$ cat src/rtl/fft_pkg.sv
// fft_pkg: shared helpers for the FFT front end (index width, bit-reversed slot mapping)
package fft_pkg;
  function automatic int idx_bits(input int n);
    return (n < 2) ? 1 : $clog2(n);
  endfunction
  function automatic logic [31:0] bit_reverse(input logic [31:0] idx, input int nbits);
    logic [31:0] r;
    r = '0;
    for (int i = 0; i < nbits; i++) r[nbits-1-i] = idx[i];
    return r;
  endfunction
endpackage

$ cat src/rtl/fft_sample_deserializer_if.sv
// fft_sample_deserializer_if: recv (recv_msg/recv_val/recv_rdy) sample channel and send (send_msg_real/send_msg_imag/send_val/send_rdy) frame channel
interface fft_sample_deserializer_if #(
  parameter int BIT_WIDTH = 32,
  parameter int N_SAMPLES = 8
);
  logic [BIT_WIDTH-1:0] recv_msg;
  logic recv_val;
  logic recv_rdy;
  logic [N_SAMPLES-1:0][BIT_WIDTH-1:0] send_msg_real;
  logic [N_SAMPLES-1:0][BIT_WIDTH-1:0] send_msg_imag;
  logic send_val;
  logic send_rdy;
  modport master (
    output recv_msg, recv_val, send_rdy,
    input recv_rdy, send_msg_real, send_msg_imag, send_val
  );
  modport slave (
    input recv_msg, recv_val, send_rdy,
    output recv_rdy, send_msg_real, send_msg_imag, send_val
  );
endinterface

$ cat src/rtl/fft_frame_bank.sv
// fft_frame_bank: N-entry register bank; clk, reset (async active-low), we/slot/wdata write port, rdata parallel read of all entries
module fft_frame_bank
  import fft_pkg::*;
#(
  parameter int BIT_WIDTH = 32,
  parameter int N_SAMPLES = 8,
  localparam int IW = idx_bits(N_SAMPLES)
) (
  input  logic clk,
  input  logic reset,
  input  logic we,
  input  logic [IW-1:0] slot,
  input  logic [BIT_WIDTH-1:0] wdata,
  output logic [N_SAMPLES-1:0][BIT_WIDTH-1:0] rdata
);
  logic [N_SAMPLES-1:0][BIT_WIDTH-1:0] mem;
  always_ff @(posedge clk or negedge reset)
    if (!reset) mem <= '0;
    else if (we) mem[slot] <= wdata;
  assign rdata = mem;
endmodule

$ cat src/rtl/fft_sample_deserializer.sv
// fft_sample_deserializer: ping-pong serial-to-parallel FFT front end; clk, reset (async active-low), io.slave = sample in (recv_*), complex frame out (send_*)
module fft_sample_deserializer
  import fft_pkg::*;
#(
  parameter int BIT_WIDTH = 32,
  parameter int N_SAMPLES = 8,
  parameter int BIT_REVERSE = 0
) (
  input logic clk,
  input logic reset,
  fft_sample_deserializer_if.slave io
);
  localparam int IW = idx_bits(N_SAMPLES);
  logic [1:0] full;
  logic wr_bank, rd_bank;
  logic [IW-1:0] wr_idx, slot;
  logic recv_fire, send_fire, last;
  logic [1:0] set_m, clr_m;
  logic [N_SAMPLES-1:0][BIT_WIDTH-1:0] rdata [2];
  assign recv_fire = io.recv_val && io.recv_rdy;
  assign send_fire = io.send_val && io.send_rdy;
  assign last = wr_idx == IW'(N_SAMPLES - 1);
  assign slot = (BIT_REVERSE != 0) ? IW'(bit_reverse(32'(wr_idx), IW)) : wr_idx;
  // fill completion and send always target different banks, so both masks apply together
  assign set_m = {2{recv_fire && last}} & (wr_bank ? 2'b10 : 2'b01);
  assign clr_m = {2{send_fire}} & (rd_bank ? 2'b10 : 2'b01);
  always_ff @(posedge clk or negedge reset)
    if (!reset) begin
      full <= '0;
      wr_idx <= '0;
      wr_bank <= 1'b0;
      rd_bank <= 1'b0;
    end else begin
      full <= (full & ~clr_m) | set_m;
      if (recv_fire) wr_idx <= wr_idx + 1'b1;
      if (recv_fire && last) wr_bank <= ~wr_bank;
      if (send_fire) rd_bank <= ~rd_bank;
    end
  for (genvar b = 0; b < 2; b++) begin : g_bank
    fft_frame_bank #(.BIT_WIDTH(BIT_WIDTH), .N_SAMPLES(N_SAMPLES)) u_bank (
      .clk(clk),
      .reset(reset),
      .we(recv_fire && wr_bank == 1'(b)),
      .slot(slot),
      .wdata(io.recv_msg),
      .rdata(rdata[b])
    );
  end
  assign io.recv_rdy = !full[wr_bank];
  assign io.send_val = full[rd_bank];
  assign io.send_msg_real = rdata[rd_bank];
  assign io.send_msg_imag = '0;
endmodule

$ cat src/flat_wrapper.sv
// flat-port wrapper written by rule: the top's interface ports become plain ports
module fft_sample_deserializer_flat import fft_pkg::*;
#(
  parameter int BIT_WIDTH = 32,
  parameter int N_SAMPLES = 8,
  parameter int BIT_REVERSE = 0
)
  (clk, reset, io_recv_msg, io_recv_val, io_send_rdy, io_recv_rdy, io_send_msg_real, io_send_msg_imag, io_send_val);
  fft_sample_deserializer_if #(.BIT_WIDTH(BIT_WIDTH), .N_SAMPLES(N_SAMPLES)) io_i ();
  input logic clk;
  input logic reset;
  input wire logic [$bits(io_i.recv_msg)-1:0] io_recv_msg;
  input wire logic [$bits(io_i.recv_val)-1:0] io_recv_val;
  input wire logic [$bits(io_i.send_rdy)-1:0] io_send_rdy;
  output wire logic [$bits(io_i.recv_rdy)-1:0] io_recv_rdy;
  output wire logic [$bits(io_i.send_msg_real)-1:0] io_send_msg_real;
  output wire logic [$bits(io_i.send_msg_imag)-1:0] io_send_msg_imag;
  output wire logic [$bits(io_i.send_val)-1:0] io_send_val;
  assign io_i.recv_msg = io_recv_msg;
  assign io_i.recv_val = io_recv_val;
  assign io_i.send_rdy = io_send_rdy;
  assign io_recv_rdy = io_i.recv_rdy;
  assign io_send_msg_real = io_i.send_msg_real;
  assign io_send_msg_imag = io_i.send_msg_imag;
  assign io_send_val = io_i.send_val;
  fft_sample_deserializer #(.BIT_WIDTH(BIT_WIDTH), .N_SAMPLES(N_SAMPLES), .BIT_REVERSE(BIT_REVERSE)) u_core (.clk(clk), .reset(reset), .io(io_i));
endmodule
$ cat config.mk
export PLATFORM = sky130hd
export DESIGN_NAME = fft_sample_deserializer_flat
export DESIGN_NICKNAME = d
export VERILOG_FILES = /design/src/rtl/fft_pkg.sv /design/src/rtl/fft_sample_deserializer_if.sv /design/src/rtl/fft_frame_bank.sv /design/src/rtl/fft_sample_deserializer.sv /design/src/flat_wrapper.sv
export SDC_FILE = /design/constraint.sdc
export NUM_CORES = 1
export LEC_CHECK = 0
export ABC_AREA = 1
export CAP_MARGIN = 25
export CELL_PAD_IN_SITES_DETAIL_PLACEMENT = 1
export CELL_PAD_IN_SITES_GLOBAL_PLACEMENT = 1
export CORE_MARGIN = 5
export CORE_UTILIZATION = 33
export DETAILED_ROUTE_END_ITERATION = 8
export PLACE_DENSITY = 0.77
export SLEW_MARGIN = 20
export SYNTH_ARGS = -nofsm -noshare
export SYNTH_HDL_FRONTEND = slang
export SYNTH_SLANG_ARGS = --single-unit
$ cat constraint.sdc
create_clock -name clk -period 1.41 [get_ports clk]
set_input_delay 0.282 -clock clk [delete_from_list [all_inputs] [get_ports clk]]
set_output_delay 0.282 -clock clk [all_outputs]
set_load 0.1 [all_outputs]
==> impl_metrics.tcl, run 1 <==
set metrics [dict create \
    ys_types 17 \
    drive_gt1_share_pct 30.4 \
    crit_fanout 8 \
    crit_path_start_kind "flop" \
    grt_pass1_wl_um 151000 \
    gr-usage-all-layers_pct 23.6 \
    synth_compound_area_share_pct 1.27 \
    worstHoldPathType "in -> async" \
    core_um2 75800 \
    detail-route-antenna-nets 0 \
    yosys_most_used_dff "dfrtp_1" \
    gp_congestion 0.800 \
    rows 101 \
    drc 0 \
    synth_top_family_by_area "simple AND/OR/NAND/NOR gates" \
    dpl_cell_area_um2 35900 \
    violations "setup timing" \
    num_vias 23400 \
    critPathKind "reg -> out" \
    drv_cap 0 \
    clkTransAtPathRegs_ps 60 \
    synth_largest_area_cell "dfrtp_1" \
    routedWlPerCell_um 22.5 \
    synth_fa_ha_area_share_pct 0.0994 \
    cts_buffers 57 \
    layout.area.seq_um2 13000 \
    finClkSkew_ps 41.2 \
    via_per_inst 4.94 \
    multiInputGateArea_um2 14500 \
    syn_inst 3379 \
    required_ps 1130 \
    io_buffer_count 293 \
    start_util_pct 33.2 \
    synthTopCellsByArea "dfrtp_1 (52%), nand2_1 (30%), buf_4 (7.7%)" \
    fin_nets 3759 \
    finalCritPeriodShare_pct 167 \
    clock-root-buffer "clkbuf_16" \
    rsz0062_at_grt "true" \
    synth_seq_cells 519 \
    yosys_warnings 0 \
    htree_num_levels 2 \
    yosysMostFrequentCell "nand2_1" \
    worst_ep_arrival_time_ps 2070 \
    synth_edf_count 0 \
    dp_hpwl_um 67600 \
    fp.dieW_um 286 \
    die_y_um 286 \
    firstDrtPassIters 5 \
    ys_seq_area_share_pct 51.6 \
    fmax_ghz 0.425 \
    hold_viol_final 0 \
    cts_tree "yes" \
    syn_avg_cell_area_um2 7.45 \
    final_cell_area_um2 40200 \
    area_delta_synth_final_pct 59.6 \
    insertion_delay_ps 630 \
    cts_buffer_depth 3 \
    ys_top_cells_by_count "nand2_1 (2030), dfrtp_1 (519), buf_4 (258)" \
    yosys-mux-area-fraction_pct 0 \
    synthSimpleGateAreaFrac_pct 34.7 \
    n_antenna_cell 0 \
    io_pins 550 \
    antenna_found_initial 0 \
    clock_sinks 519 \
    die-area_um2 81900 \
    grt_max_degree 80 \
    fillCellCount 8288 \
    grt_overflow 0 \
    async_flop_share_pct 100 \
    fin_ws_ps -941 \
    preCtsSetupSlack_ps -413 \
    period_minus_slack_ps 2350 \
    timing.final.max_slew_violations 0 \
    drt-initial-drc-count 1691 \
    synth_xor_area_share_pct 0 \
    wl_um 107000 \
    grt_pass1_vias 24600 \
    syn_area_um2 25200 \
    status "complete, but fails checks" \
    synth_top_area_share_pct 51.6 \
    setup_violations 704 \
    crit_path_end_kind "output pin" \
]
-- repair_timing --
| action | CTS | global route |
|---|---|---|
| hold endpoints to repair | 383 | 0 |
| gates resized for setup | 104 | 310 |
| setup buffers | 2 | 9 |
| endpoints found under the setup margin | 663 | 772 |
| gates cloned | 6 | 31 |
| hold buffers | 1 | 0 |
| pin swaps | 5 | 21 |
-- layer usage --
layer	vias up	part of all wire, %	global-route usage (%)
met5	-	0	0
met4	0	3.5	6.90
met3	187	5.2	3.39
met2	773	52	42.1
met1	12000	40	29.9
li1	10400	-	-
-- per-stage QoR --
step           hold slack (ps)  utilization (%)  instances  setup TNS [ps]
6_report                   125             53.0       4745         -257900
3_3_place_gp               143             47.3       4592         -219410
4_1_cts                    116             50.6       4706         -248700
2_1_floorplan            -13.6                -       3634          -64710
5_1_grt                    118             53.0       4745         -301970
3_5_place_dp               143             47.3       4592         -245480
-- flip-flops by register name, indices dropped and copies added, names as in the netlist --
register and cells:
u_core.g_bank.u_bank.rdata 512, u_core.slot 3, u_core.full 2, u_core.rd_bank 1, u_core.wr_bank 1
-- cell families (layout without fill, tap and decap cells) --
family / Yosys count / after routing
adders and majority gates: 2 / 2
other: 1 / 256
AOI/OAI and AO/OA: 64 / 64
DFF: 519 / 519
and+or+nand+nor: 2252 / 2252
buffers and inverters: 541 / 674
-- cell usage in the layout, fill, tap and decap left out, drive strengths merged --
cell type      instances
conb                 256
nand4                  2
clkbuf               107
nand2               2030
clkdlybuf4s50         34
inv                   45
buf                  465
nand3                205
ha                     2
o21ai                 64
dfrtp                519
bufinv                 2
nor2                  15
clkinv                20
dlygate4sd3            1
-- final cells by class --
type	count	share of cell area (%)
inverter	43	0.480
timing repair inverter	6	0.299
tap	978	3.05
multi-input combinational	2574	36.0
clock buffer	87	4.28
clock inverter	18	0.458
timing repair buffer	520	23.1
sequential	519	32.3
-- critical path: stages (launching register included) --
cell	delay (ps)
dfrtp_4	500
buf_4	190
clkinv_8	130
buf_4	200
nand2_1	180
nand2_8	100
buf_12	170
-- path summary, 6_finish.rpt --
kind / slack, ps / depth (start not counted) / end / from
hold reg to reg: 470 / 2 / u_core.g_bank[0].u_bank.rdata[166] / u_core.g_bank[0].u_bank.rdata[166]
hold / removal: 120 / 2 / u_core.g_bank[0].u_bank.rdata[162] / reset
setup reg to reg: -260 / 5 / u_core.g_bank[0].u_bank.rdata[212] / u_core.slot[0]
min in group clk: 360 / 4 / u_core.full[1] / io_send_rdy
max in group asynchronous: 570 / 3 / u_core.g_bank[0].u_bank.rdata[68] / reset
setup / recovery: -940 / 6 / io_send_msg_real[86] / u_core.rd_bank
Power of run 1 is not shown: default switching activity piles up to over one toggle a cycle in this logic, so the estimate is an artifact.
==> run 2, diff against run 1 <==
--- a/config.mk
+++ b/config.mk
@@ -9,7 +9,7 @@
 export CAP_MARGIN = 25
 export CELL_PAD_IN_SITES_DETAIL_PLACEMENT = 1
 export CELL_PAD_IN_SITES_GLOBAL_PLACEMENT = 1
-export CORE_MARGIN = 5
+export CORE_MARGIN = 3
 export CORE_UTILIZATION = 33
 export DETAILED_ROUTE_END_ITERATION = 8
 export PLACE_DENSITY = 0.77
==> run 2 against run 1 <==
Net effect: the flow still finishes with violations (setup timing); worst hold slack got worse by 27 ps; global-route usage increased by 1.6 points; register-to-register slack about the same.
==> impl_metrics.tcl, run 2 (synthesis results as in run 1) <==
set metrics [dict create \
    status "complete, but fails checks" \
    violations "setup timing" \
    wl_um 104000 \
    ff2ff_setup_slack_ps -260 \
    start_util_pct 33.6 \
    n_antenna_cell 0 \
    required_ps 1130 \
    grt_max_degree 58 \
    cts_buffer_depth 3 \
    hold_slack_ps 97.8 \
    cts_tree "yes" \
    io_buffer_count 293 \
    routedWlPerCell_um 22.0 \
    fin_nets 3741 \
    crit_path_start_kind "flop" \
    clock_sinks 519 \
    die-area_um2 79600 \
    fmax_ghz 0.420 \
    drt-initial-drc-count 1706 \
    clock-root-buffer "clkbuf_16" \
    drc 0 \
    most-common-layout-cells "nand2_1 (1538), dfrtp_1 (518), buf_12 (361)" \
    layout.area.seq_um2 13000 \
    rows 100 \
    area_delta_synth_final_pct 57.6 \
    hold_viol_final 0 \
    fillCellCount 8194 \
    die_y_um 282 \
    grt_pass1_wl_um 153000 \
    gp_congestion 0.784 \
    cts_buffers 58 \
    num_vias 23300 \
    grt_overflow 0 \
    fin_ws_ps -970 \
    grt_pass1_vias 25000 \
    via_per_inst 4.93 \
    firstDrtPassIters 5 \
    rsz0062_at_grt "true" \
    drv_cap 0 \
    core_um2 74900 \
    dpl_cell_area_um2 35900 \
    worst_ep_arrival_time_ps 2100 \
    reg2reg_from "u_core.slot[2]" \
    period_minus_slack_ps 2380 \
    htree_num_levels 2 \
    crit_path_end_kind "output pin" \
    crit_fanout 15 \
    critPathKind "reg -> out" \
    gr-usage-all-layers_pct 25.2 \
    finClkSkew_ps 38.2 \
    final_common_cell "nand2_1" \
    final_cell_area_um2 39700 \
    antenna_found_initial 0 \
    fp.dieW_um 282 \
    drive_gt1_share_pct 29.8 \
    detail-route-antenna-nets 0 \
    cp-startpoint "u_core.rd_bank" \
    finalCritPeriodShare_pct 169 \
    multiInputGateArea_um2 14300 \
    insertion_delay_ps 640 \
    setup_violations 730 \
    timing.final.max_slew_violations 0 \
    largest_reg_flops 512 \
    io_pins 550 \
    worstHoldPathType "in -> async" \
    dp_hpwl_um 66300 \
    clkTransAtPathRegs_ps 60 \
]
==> run 2: changes by cell type in the layout (fill, tap and decap cells not counted), moves of 8 or more <==
| cell | before | now |
|---|---|---|
| buf_6 | 10 | 2 |
| clkbuf_16 | 77 | 66 |
| nand2_1 | 1523 | 1538 |
| nand2_2 | 190 | 202 |
| nand2_4 | 184 | 157 |
==> run 2: final timing paths <==
| kind | end | depth (start not counted) |
|---|---|---|
| min in group clk | u_core.rd_bank | 3 |
| max reg2reg | u_core.g_bank[0].u_bank.rdata[44] | 6 |
| max in group asynchronous | u_core.g_bank[0].u_bank.rdata[68] | 4 |
| min | u_core.g_bank[1].u_bank.rdata[25] | 2 |
| max | io_send_msg_real[255] | 5 |
| min reg2reg | u_core.g_bank[1].u_bank.rdata[40] | 2 |
==> run 2: final cells by class <==
| type | count | area share [%] |
|---|---|---|
| timing repair inverter | 3 | 0.132 |
| multi-input combinational | 2574 | 36.0 |
| inverter | 43 | 0.486 |
| clock buffer | 88 | 4.47 |
| tap | 969 | 3.06 |
| timing repair buffer | 504 | 22.5 |
| clock inverter | 21 | 0.646 |
| sequential | 519 | 32.7 |
==> run 2: layer usage <==
metal	wire length (um)	track usage [%]
met1	40400	30.6
met2	53600	44.5
met3	5520	4.02
met4	4220	10.5
met5	0	0
==> run 2: repair_timing <==
action	4_1_cts	5_1_grt
endpoints found under the setup margin	725	770
cloned	11	9
hold endpoints to repair	455	0
pin swaps	1	6
resized for setup	206	132
buffers inserted	12	0
hold buffers	1	0
==> run 2: worst max-delay path, stage by stage (launching register included) <==
cell	delay, ps
dfrtp_4	450
buf_12	210
clkinv_16	150
buf_16	210
o21ai_4	230
buf_12	210
==> run 2: metrics by stage <==
| stage | cells | setup WS, ps | TNS, ps | util (%) |
|---|---|---|---|---|
| 6_report | 4721 | -970 | -269330 | 52.9 |
| 5_1_grt | 4721 | -998 | -325010 | 52.9 |
| 4_1_cts | 4713 | -999 | -268710 | 52.1 |
| 3_5_place_dp | 4580 | -560 | -331180 | 47.9 |
| 3_3_place_gp | 4580 | -443 | -286430 | 47.9 |
| 2_1_floorplan | 3634 | -692 | -64710 | - |
Power of run 2 is left out for the same reason.
==> run 3, diff against run 2 <==
--- a/config.mk
+++ b/config.mk
@@ -6,12 +6,14 @@
 export NUM_CORES = 1
 export LEC_CHECK = 0
 export ABC_AREA = 1
+export ABC_CLOCK_PERIOD_IN_PS = 1410
 export CAP_MARGIN = 25
 export CELL_PAD_IN_SITES_DETAIL_PLACEMENT = 1
 export CELL_PAD_IN_SITES_GLOBAL_PLACEMENT = 1
 export CORE_MARGIN = 3
 export CORE_UTILIZATION = 33
 export DETAILED_ROUTE_END_ITERATION = 8
+export HOLD_SLACK_MARGIN = 0.03
 export PLACE_DENSITY = 0.77
 export SLEW_MARGIN = 20
 export SYNTH_ARGS = -nofsm -noshare
==> results of run 3 <==
Final layout, timing and power as in run 2 (identical DEF).
Power of run 3 is left out for the same reason.
